File: config.mk
export PLATFORM = sky130hd
export DESIGN_NAME = store_fwd_buffer
export DESIGN_NICKNAME = d
export VERILOG_FILES = /design/src/rtl/store_fwd_pkg.sv /design/src/rtl/store_data_sel.sv /design/src/rtl/store_fwd_buffer.sv
export SDC_FILE = /design/constraint.sdc
export NUM_CORES = 1
export LEC_CHECK = 0
export CORE_ASPECT_RATIO = 0.9
export CORE_MARGIN = 1.5
export CORE_UTILIZATION = 54
export DETAILED_ROUTE_END_ITERATION = 7
export PLACE_DENSITY = 0.81
export SYNTH_ARGS = -nofsm -noshare
export SYNTH_HDL_FRONTEND = slang
export SYNTH_HIERARCHICAL = 1
export SYNTH_SLANG_ARGS = --single-unit
File: constraint.sdc
create_clock -name clk -period 5 [get_ports clk]
set_input_delay 0.75 -clock clk [delete_from_list [all_inputs] [get_ports clk]]
set_output_delay 0.75 -clock clk [all_outputs]
set_load 0.01 [all_outputs]
File: src/rtl/store_fwd_pkg.sv
// Shared constants and entry layout for the store forwarding buffer.
package store_fwd_pkg;

   localparam int SFB_DATA_W  = 32;
   localparam int SFB_ADDR_W  = 32;
   localparam int SFB_DEPTH   = 4;
   localparam int SFB_NUM_FWD = 2;

   typedef struct packed {
      logic [SFB_ADDR_W-1:0]   addr;
      logic [SFB_DATA_W-1:0]   data;
      logic [SFB_DATA_W/8-1:0] strb;
   } sfb_entry_t;

endpackage

File: src/rtl/store_data_sel.sv
// Store operand mux: picks EXE data or one of the write-back forward channels.
module store_data_sel
   import store_fwd_pkg::*;
#(
   parameter int DATA_W  = SFB_DATA_W,
   parameter int NUM_FWD = SFB_NUM_FWD
) (
   input  logic [NUM_FWD*DATA_W-1:0]      fwd_data,
   input  logic [$clog2(NUM_FWD+1)-1:0]   fwd_sel,
   input  logic [DATA_W-1:0]              st_data_exe,
   output logic [DATA_W-1:0]              sel_data
);

   // Out-of-range selects fall through to the EXE operand.
   always_comb begin
      sel_data = st_data_exe;
      for (int k = 1; k <= NUM_FWD; k++) begin
         if (int'(fwd_sel) == k) sel_data = fwd_data[(k-1)*DATA_W +: DATA_W];
      end
   end

endmodule

File: src/rtl/store_fwd_buffer.sv
// In-order store buffer draining to the Dcache, with load lookup.
// Build option: STORE_FWD_LD_BYPASS_EN enables full-word load forwarding.
module store_fwd_buffer
   import store_fwd_pkg::*;
#(
   parameter int DATA_W  = SFB_DATA_W,
   parameter int ADDR_W  = SFB_ADDR_W,
   parameter int DEPTH   = SFB_DEPTH,
   parameter int NUM_FWD = SFB_NUM_FWD
) (
   input  logic                          clk,
   input  logic                          rst,
   input  logic                          st_valid,
   output logic                          st_ready,
   input  logic [ADDR_W-1:0]             st_addr,
   input  logic [DATA_W/8-1:0]           st_strb,
   input  logic [DATA_W-1:0]             st_data_exe,
   input  logic [NUM_FWD*DATA_W-1:0]     fwd_data,
   input  logic [$clog2(NUM_FWD+1)-1:0]  fwd_sel,
   input  logic                          ld_valid,
   input  logic [ADDR_W-1:0]             ld_addr,
   output logic                          ld_hit,
   output logic [DATA_W-1:0]             ld_data,
   output logic                          ld_partial,
   output logic                          dc_req,
   output logic [ADDR_W-1:0]             dc_addr,
   output logic [DATA_W-1:0]             dc_data,
   output logic [DATA_W/8-1:0]           dc_strb,
   input  logic                          dc_ack,
   output logic                          empty,
   output logic                          full
);

   localparam int STRB_W = DATA_W/8;
   localparam int PTR_W  = $clog2(DEPTH);
   localparam int CNT_W  = PTR_W + 1;
   localparam int OFS_W  = $clog2(STRB_W);

   // Same field order as sfb_entry_t, sized to this instance.
   typedef struct packed {
      logic [ADDR_W-1:0] addr;
      logic [DATA_W-1:0] data;
      logic [STRB_W-1:0] strb;
   } entry_t;

   entry_t            mem [DEPTH];
   logic [DEPTH-1:0]  vld;
   logic [PTR_W-1:0]  wr_ptr, rd_ptr;
   logic [CNT_W-1:0]  count;
   logic [DATA_W-1:0] st_data;
   logic              push, pop;

   store_data_sel #(
      .DATA_W  (DATA_W),
      .NUM_FWD (NUM_FWD)
   ) u_data_sel (
      .fwd_data    (fwd_data),
      .fwd_sel     (fwd_sel),
      .st_data_exe (st_data_exe),
      .sel_data    (st_data)
   );

   assign full     = (count == CNT_W'(DEPTH));
   assign empty    = (count == '0);
   assign st_ready = !full;
   assign push     = st_valid && !full;
   assign pop      = !empty && dc_ack;

   assign dc_req  = !empty;
   assign dc_addr = mem[rd_ptr].addr;
   assign dc_data = mem[rd_ptr].data;
   assign dc_strb = mem[rd_ptr].strb;

   always_ff @(posedge clk) begin
      if (rst) begin
         count  <= '0;
         wr_ptr <= '0;
         rd_ptr <= '0;
         vld    <= '0;
      end else begin
         if (push) begin
            vld[wr_ptr] <= 1'b1;
            wr_ptr      <= wr_ptr + 1'b1;
         end
         if (pop) begin
            vld[rd_ptr] <= 1'b0;
            rd_ptr      <= rd_ptr + 1'b1;
         end
         case ({push, pop})
            2'b10:   count <= count + 1'b1;
            2'b01:   count <= count - 1'b1;
            default: count <= count;
         endcase
      end
   end

   // Payload storage carries no reset; validity lives in vld.
   always_ff @(posedge clk) begin
      if (push) mem[wr_ptr] <= '{addr: st_addr, data: st_data, strb: st_strb};
   end

   // Walk entries oldest to newest so the newest match is the one kept.
   logic              hit_any;
   logic [PTR_W-1:0]  idx;
`ifdef STORE_FWD_LD_BYPASS_EN
   logic [DATA_W-1:0] hit_data;
   logic              hit_full;
`endif

   always_comb begin
      hit_any = 1'b0;
      idx     = '0;
`ifdef STORE_FWD_LD_BYPASS_EN
      hit_data = '0;
      hit_full = 1'b0;
`endif
      for (int i = 0; i < DEPTH; i++) begin
         idx = rd_ptr + PTR_W'(i);
         if (vld[idx] && (mem[idx].addr[ADDR_W-1:OFS_W] == ld_addr[ADDR_W-1:OFS_W])) begin
            hit_any = 1'b1;
`ifdef STORE_FWD_LD_BYPASS_EN
            hit_data = mem[idx].data;
            hit_full = &mem[idx].strb;
`endif
         end
      end
      if (!ld_valid) hit_any = 1'b0;
   end

`ifdef STORE_FWD_LD_BYPASS_EN
   assign ld_hit     = hit_any && hit_full;
   assign ld_partial = hit_any && !hit_full;
   assign ld_data    = ld_hit ? hit_data : '0;
`else
   // Without bypass any word match stalls the load until the store drains.
   assign ld_hit     = 1'b0;
   assign ld_partial = hit_any;
   assign ld_data    = '0;
`endif

   logic unused_ld_ofs;
   assign unused_ld_ofs = ^ld_addr;

endmodule

# == Word level (Yosys, flattened, before mapping) ==
# Memory sizes are Yosys's and may differ from the RTL's. A register that Yosys moved wholly into a read port is not among the register bits.
# Cells that the tools add are included.
# Widths: inputs -> output; s select.
# classes
bitwise,3
reduce_logical,12
magnitude_cmp,7
addsub,6
eq_ne,9
mux,27
# op_table
cell,count
$eq 30x30->1,4
$mux 32,2
$lt 2x3->1 const B,5
$mux 1,13
$mux 4,3
$bmux 1 s2,4
$logic_and 1x1->1,8
$eq 2x2->1 const B,3
$pmux 3 s2,1
$add 2x1->2 const B,2
$add 2x2->2 const B,2
$and 4x4->4,1
$demux 1 s2,2
$ge 2x1->1 const B,2
$mux 2,2
$not 4->4,1
$or 4x4->4,1
$add 3x1->3 const B,1
$eq 3x3->1 const B,1
$logic_not 3->1,1
$sub 3x1->3 const B,1
$eq 2x1->1 const B,1
$logic_not 1->1,2
$reduce_bool 2->1,1
# totals
register_bits,11
n_memories,1
ramBits,272
# memory_table
name,words,width,rd,rd_ports_with_merged_regs,write_ports,line_no,text
mem,4,68,4,1,1,store_fwd_buffer.sv:46,entry_t mem [DEPTH];

# == Longest topological paths before layout ==
# Gate-level depths: netlist (run 1).
# logic_depth
word_depth,9
ltp_mapped,16
mapped_depth_nobuf,10

# == Modules after synthesis ==
# The synthesis (run 1) kept the hierarchy.
# by_module_without_submodules
module,cells_per_inst,area_each_um2,n_inst
store_fwd_buffer,925,14772.9,1
store_data_sel,107,1082.3,1

# == Least setup slack after synthesis (run 1) ==
# Ideal clock, no wire load.
# synth_path
path_type,flip-flop to output port
start,register rd_ptr[1]
end,output port ld_partial
slack_ns,1.067
required_ns,4.250
stages_incl_launch_ff,13
path_buffers,4
t_arrival_ns,3.183
cell_sequence,dfxtp_1 > clkbuf_1 > buf_2 > inv_1 > clkbuf_1 > ha_1 > buf_2 > mux4_2 > xor2_1 > or4_1 > nor4_1 > a22o_1 > a221o_1
# synth_between
elab_chain_len,8
word_cells_on_any_way,24
classes_between,3 x add/sub; 3 x eq/ne; 13 x mux; 4 x reduce/logical; 1 x memory
# synth_lines
element,line_no,text
start: declaration,store_fwd_buffer.sv:48,"logic [PTR_W-1:0] wr_ptr, rd_ptr;"
start signal: assignment,store_fwd_buffer.sv:87,rd_ptr <= rd_ptr + 1'b1;
$add 2x1->2 or $bmux 1 s2 (tied branches),"store_fwd_buffer.sv:118, store_fwd_buffer.sv:119",
"$mem_v2 4x68, or another cell as far along",n/a,
"$eq 30x30->1, or another cell as far along",store_fwd_buffer.sv:119,if (vld[idx] && (mem[idx].addr[ADDR_W-1:OFS_W] == ld_addr[ADDR_W-1:OFS_W])) begin
$logic_and 1x1->1 or $mux 1 (tied branches),store_fwd_buffer.sv:119,
$mux 1 (2 in series),store_fwd_buffer.sv:119,
$mux 1 *,store_fwd_buffer.sv:119,
$mux 1 *,store_fwd_buffer.sv:127,if (!ld_valid) hit_any = 1'b0;
end: declaration,store_fwd_buffer.sv:24,"output logic ld_partial,"
# Every way passes the cells marked *; elsewhere a longest branch is shown, timed or not. The select of a mux whose other input is x is not followed.

# == Final worst setup path (run 1) ==
# layout_path
start,register rd_ptr[0]
end,output port ld_partial
# layout_between
word_cells_on_any_way,24
classes_between,3 x add/sub; 3 x eq/ne; 13 x mux; 4 x reduce/logical; 1 x memory
# layout_lines
element,line_no,text
$add 2x2->2 *,store_fwd_buffer.sv:118,idx = rd_ptr + PTR_W'(i);
via idx[0],store_fwd_buffer.sv:104,logic [PTR_W-1:0] idx;
$mem_v2 4x68 or $bmux 1 s2 (tied branches),n/a,
$eq 30x30->1 or $mux 1 (tied branches),store_fwd_buffer.sv:119,
$logic_and 1x1->1 *,store_fwd_buffer.sv:119,
$mux 1 *,store_fwd_buffer.sv:119,
$mux 1 *,store_fwd_buffer.sv:127,
# The timed path passes the listed nets; every way through them passes the cells marked *. The select of a mux whose other input is x is not followed.

==> flow_summary.json, run 1 <==
{
  "status": "finished clean",
  "diodes": 0,
  "synth_cells": 1032,
  "wl_met2_um": 19300,
  "crit_path_end_kind": "output port",
  "synthArstFlopShare": 0,
  "port_buffers": 241,
  "nFillCells": 2013,
  "syn_avg_cell_area_um2": 15.4,
  "cts_tree": "done",
  "hold_start": "count[2]",
  "yosysTopAreaCell": "edfxtp_1",
  "drv_cap": 0,
  "drc": 0,
  "r2r-start": "count[1]",
  "grt.overflow.total": 0,
  "ff_latch_area_um2": 8440,
  "cp.required_ps": 4250,
  "holdPathEnd": "count[2]",
  "ys_ff_latch": 285,
  "finClkSkew_ps": 17.9,
  "multi_input_area_um2": 6760,
  "setup_viol": 0,
  "holdWs_ps": 503,
  "cts_buffer_depth": 3,
  "gp_congestion": 0.990,
  "leakagePower_uw": 0.00649,
  "clk_pin_slew_worst_paths_ps": 60,
  "yosysWarnings": 6,
  "initial_core_util": 0.549,
  "grt_pass1_wl_um": 58800,
  "finalCriticalPeriod_ps": 4880,
  "p_total_uw": 9340,
  "rows": 59,
  "synth.most_common_cell": "edfxtp_1",
  "drt-vias-per-instance": 6.00,
  "netlist_area_um2": 15900,
  "io_pins": 277,
  "fp.coreArea_um2": 28900,
  "die_h_um": 166,
  "nNetsFinal": 1441,
  "timing.rr.end": "mem[2][63]",
  "synthFlopType": "edfxtp_1",
  "power.density_nw_per_um2": 480,
  "crit_path_max_fanout": 17,
  "tightest_slew_ps": 1050,
  "drive_gt1_frac": 0.162,
  "synth_area_leaders": "edfxtp_1 52%, mux4_2 16%, mux2i_1 11%, xnor2_1 3.0%, xor2_1 2.4%",
  "track_usage": 0.263,
  "fin_cells": 1679,
  "clock-sinks": 285,
  "ys_seq_area_frac": 0.532,
  "highest_layer": "met5",
  "grt_max_degree": 107,
  "drt_iter0_markers": 865,
  "holdPathStages": 2,
  "cp-start-kind": "flip-flop",
  "vias": 10100,
  "wl_met1_um": 15800,
  "cts_buffers": 30,
  "slew_viol_final": 0,
  "antenna_found_initial": 1,
  "relSlewSlack": 0.302,
  "clk_latency_ps": 570,
  "die_area_um2": 30400,
  "synth-edff-count": 272,
  "hold_viol": 0,
  "hold_buffers": 0,
  "r2r_slack_ps": 2740,
  "max_freq_mhz": 205,
  "period_share": 0.975,
  "cts_max_level": 1,
  "rsz0062_at_grt": "no",
  "synth_top_cell_area_share": 0.515,
  "critPathKind": "reg2out",
  "die_w_um": 184,
  "crit_arrival_ps": 4130,
  "drt_pass1_iterations": 7,
  "peakVddDrop_v": 0.000466,
  "synth_cell_types": 50,
  "utilization": 0.674,
  "hpwl_um": 28100,
  "drtAntennaViolNets": 0,
  "areaGrowthSynthToFinish_pct": 22.7,
  "hold_path.class": "reg2reg",
  "wl_met3_um": 4130,
  "rr_worst_depth": 4,
  "wl_per_cell_um": 24.1,
  "placedCellCount": 1620,
  "tns_ps": 0,
  "cts-root-buf": "clkbuf_16",
  "first_global_vias": 9802,
  "totalWireLength_um": 40500,
  "synth_common_cells": "272 x edfxtp_1, 175 x mux2i_1, 111 x mux4_2"
}
-- through the flow --
stage               setup slack (ps)  area (um2)
floorplan                       1070       16000
global placement                 505       18400
detailed placement               504       18400
CTS                             79.1       19400
global route                    3.66       19500
finish                           125       19500
-- registers in the layout, summed over array words and instances (netlist names), named ones only --
register and flops:
mem 272, vld 4, count 3, rd_ptr 2, wr_ptr 2
-- kinds of logic after synthesis --
family,synth area share
flip-flops,0.532
other,0.000237
multiplexers,0.277
adder cells (fa/ha/maj),0.00837
buffers and inverters,0.0516
AND/OR/NAND/NOR,0.0326
XOR/XNOR,0.0541
AO/OA/AOI/OAI,0.0441
-- layout by cell type (no fill, tap or decap), types with 31 or more instances in the layout --
cell             Yosys  routed
mux2i_1            175     175
xor2_1              44      44
conb_1               1      33
edfxtp_1           272     272
xnor2_1             54      54
mux4_2             111     111
nand2_1             33      33
clkdlybuf4s50_1      0     239
clkbuf_16            0      31
-- critical path, cell delays in order (launching register included) --
cell and delay, ps:
dfxtp_4 410, inv_1 170, ha_4 370, buf_4 140, buf_12 160, mux4_2 330, xor2_1 160, or4_1 520
nor4_1 350, a22o_1 190, a221o_1 190, clkdlybuf4s50_1 550
-- routing by layer --
| layer | vias to the layer above | GRT usage |
|---|---|---|
| met4 | 2 | 0.0768 |
| li1 | 4503 | - |
| met5 | - | 0 |
| met2 | 516 | 0.434 |
| met1 | 4984 | 0.348 |
| met3 | 63 | 0.0660 |
-- layout make-up --
| cell class | instances | share of cell area |
|---|---|---|
| Timing Repair Buffer | 269 | 0.138 |
| Multi-Input combinational cell | 649 | 0.348 |
| Tap cell | 396 | 0.0255 |
| Inverter | 25 | 0.00482 |
| Clock buffer | 33 | 0.0392 |
| Sequential cell | 285 | 0.434 |
| Clock inverter | 22 | 0.0116 |
-- how the worst max path moves through the flow --
stage / start / depth (start not counted) / endpoint
final: rd_ptr[0] / 11 / ld_partial
after global routing: rd_ptr[0] / 11 / ld_partial
after CTS: rd_ptr[0] / 9 / ld_partial
after detailed placement: rd_ptr[0] / 10 / ld_partial
after global placement: rd_ptr[0] / 10 / ld_partial
after floorplan: rd_ptr[1] / 12 / ld_partial
-- what timing repair did --
| item | CTS | global route |
|---|---|---|
| pin swaps | 0 | 1 |
| gates resized for setup | 1 | 1 |
| endpoints found under the setup margin | 1 | 1 |
| gates cloned | 0 | 1 |
| setup buffers | 0 | 3 |
-- power breakdown --
| group | total, uW | switching (uW) | internal [uW] |
|---|---|---|---|
| clock network | 2190 | 929 | 1260 |
| logic | 4040 | 2010 | 2030 |
| registers | 3110 | 186 | 2920 |
Power figures use the tool's default switching activity.
==> run 2, diff against run 1 <==
GPL_TIMING_DRIVEN = 1   (was unset)
SLEW_MARGIN = 20   (was unset)
==> results of run 2 <==
The final DEF is identical to that of run 1; final timing and power are the same.
==> run 3, diff against run 2 <==
SKIP_LAST_GASP = 1   (was unset)
==> results of run 3 <==
The final DEF is identical to that of run 1; final timing and power are the same.
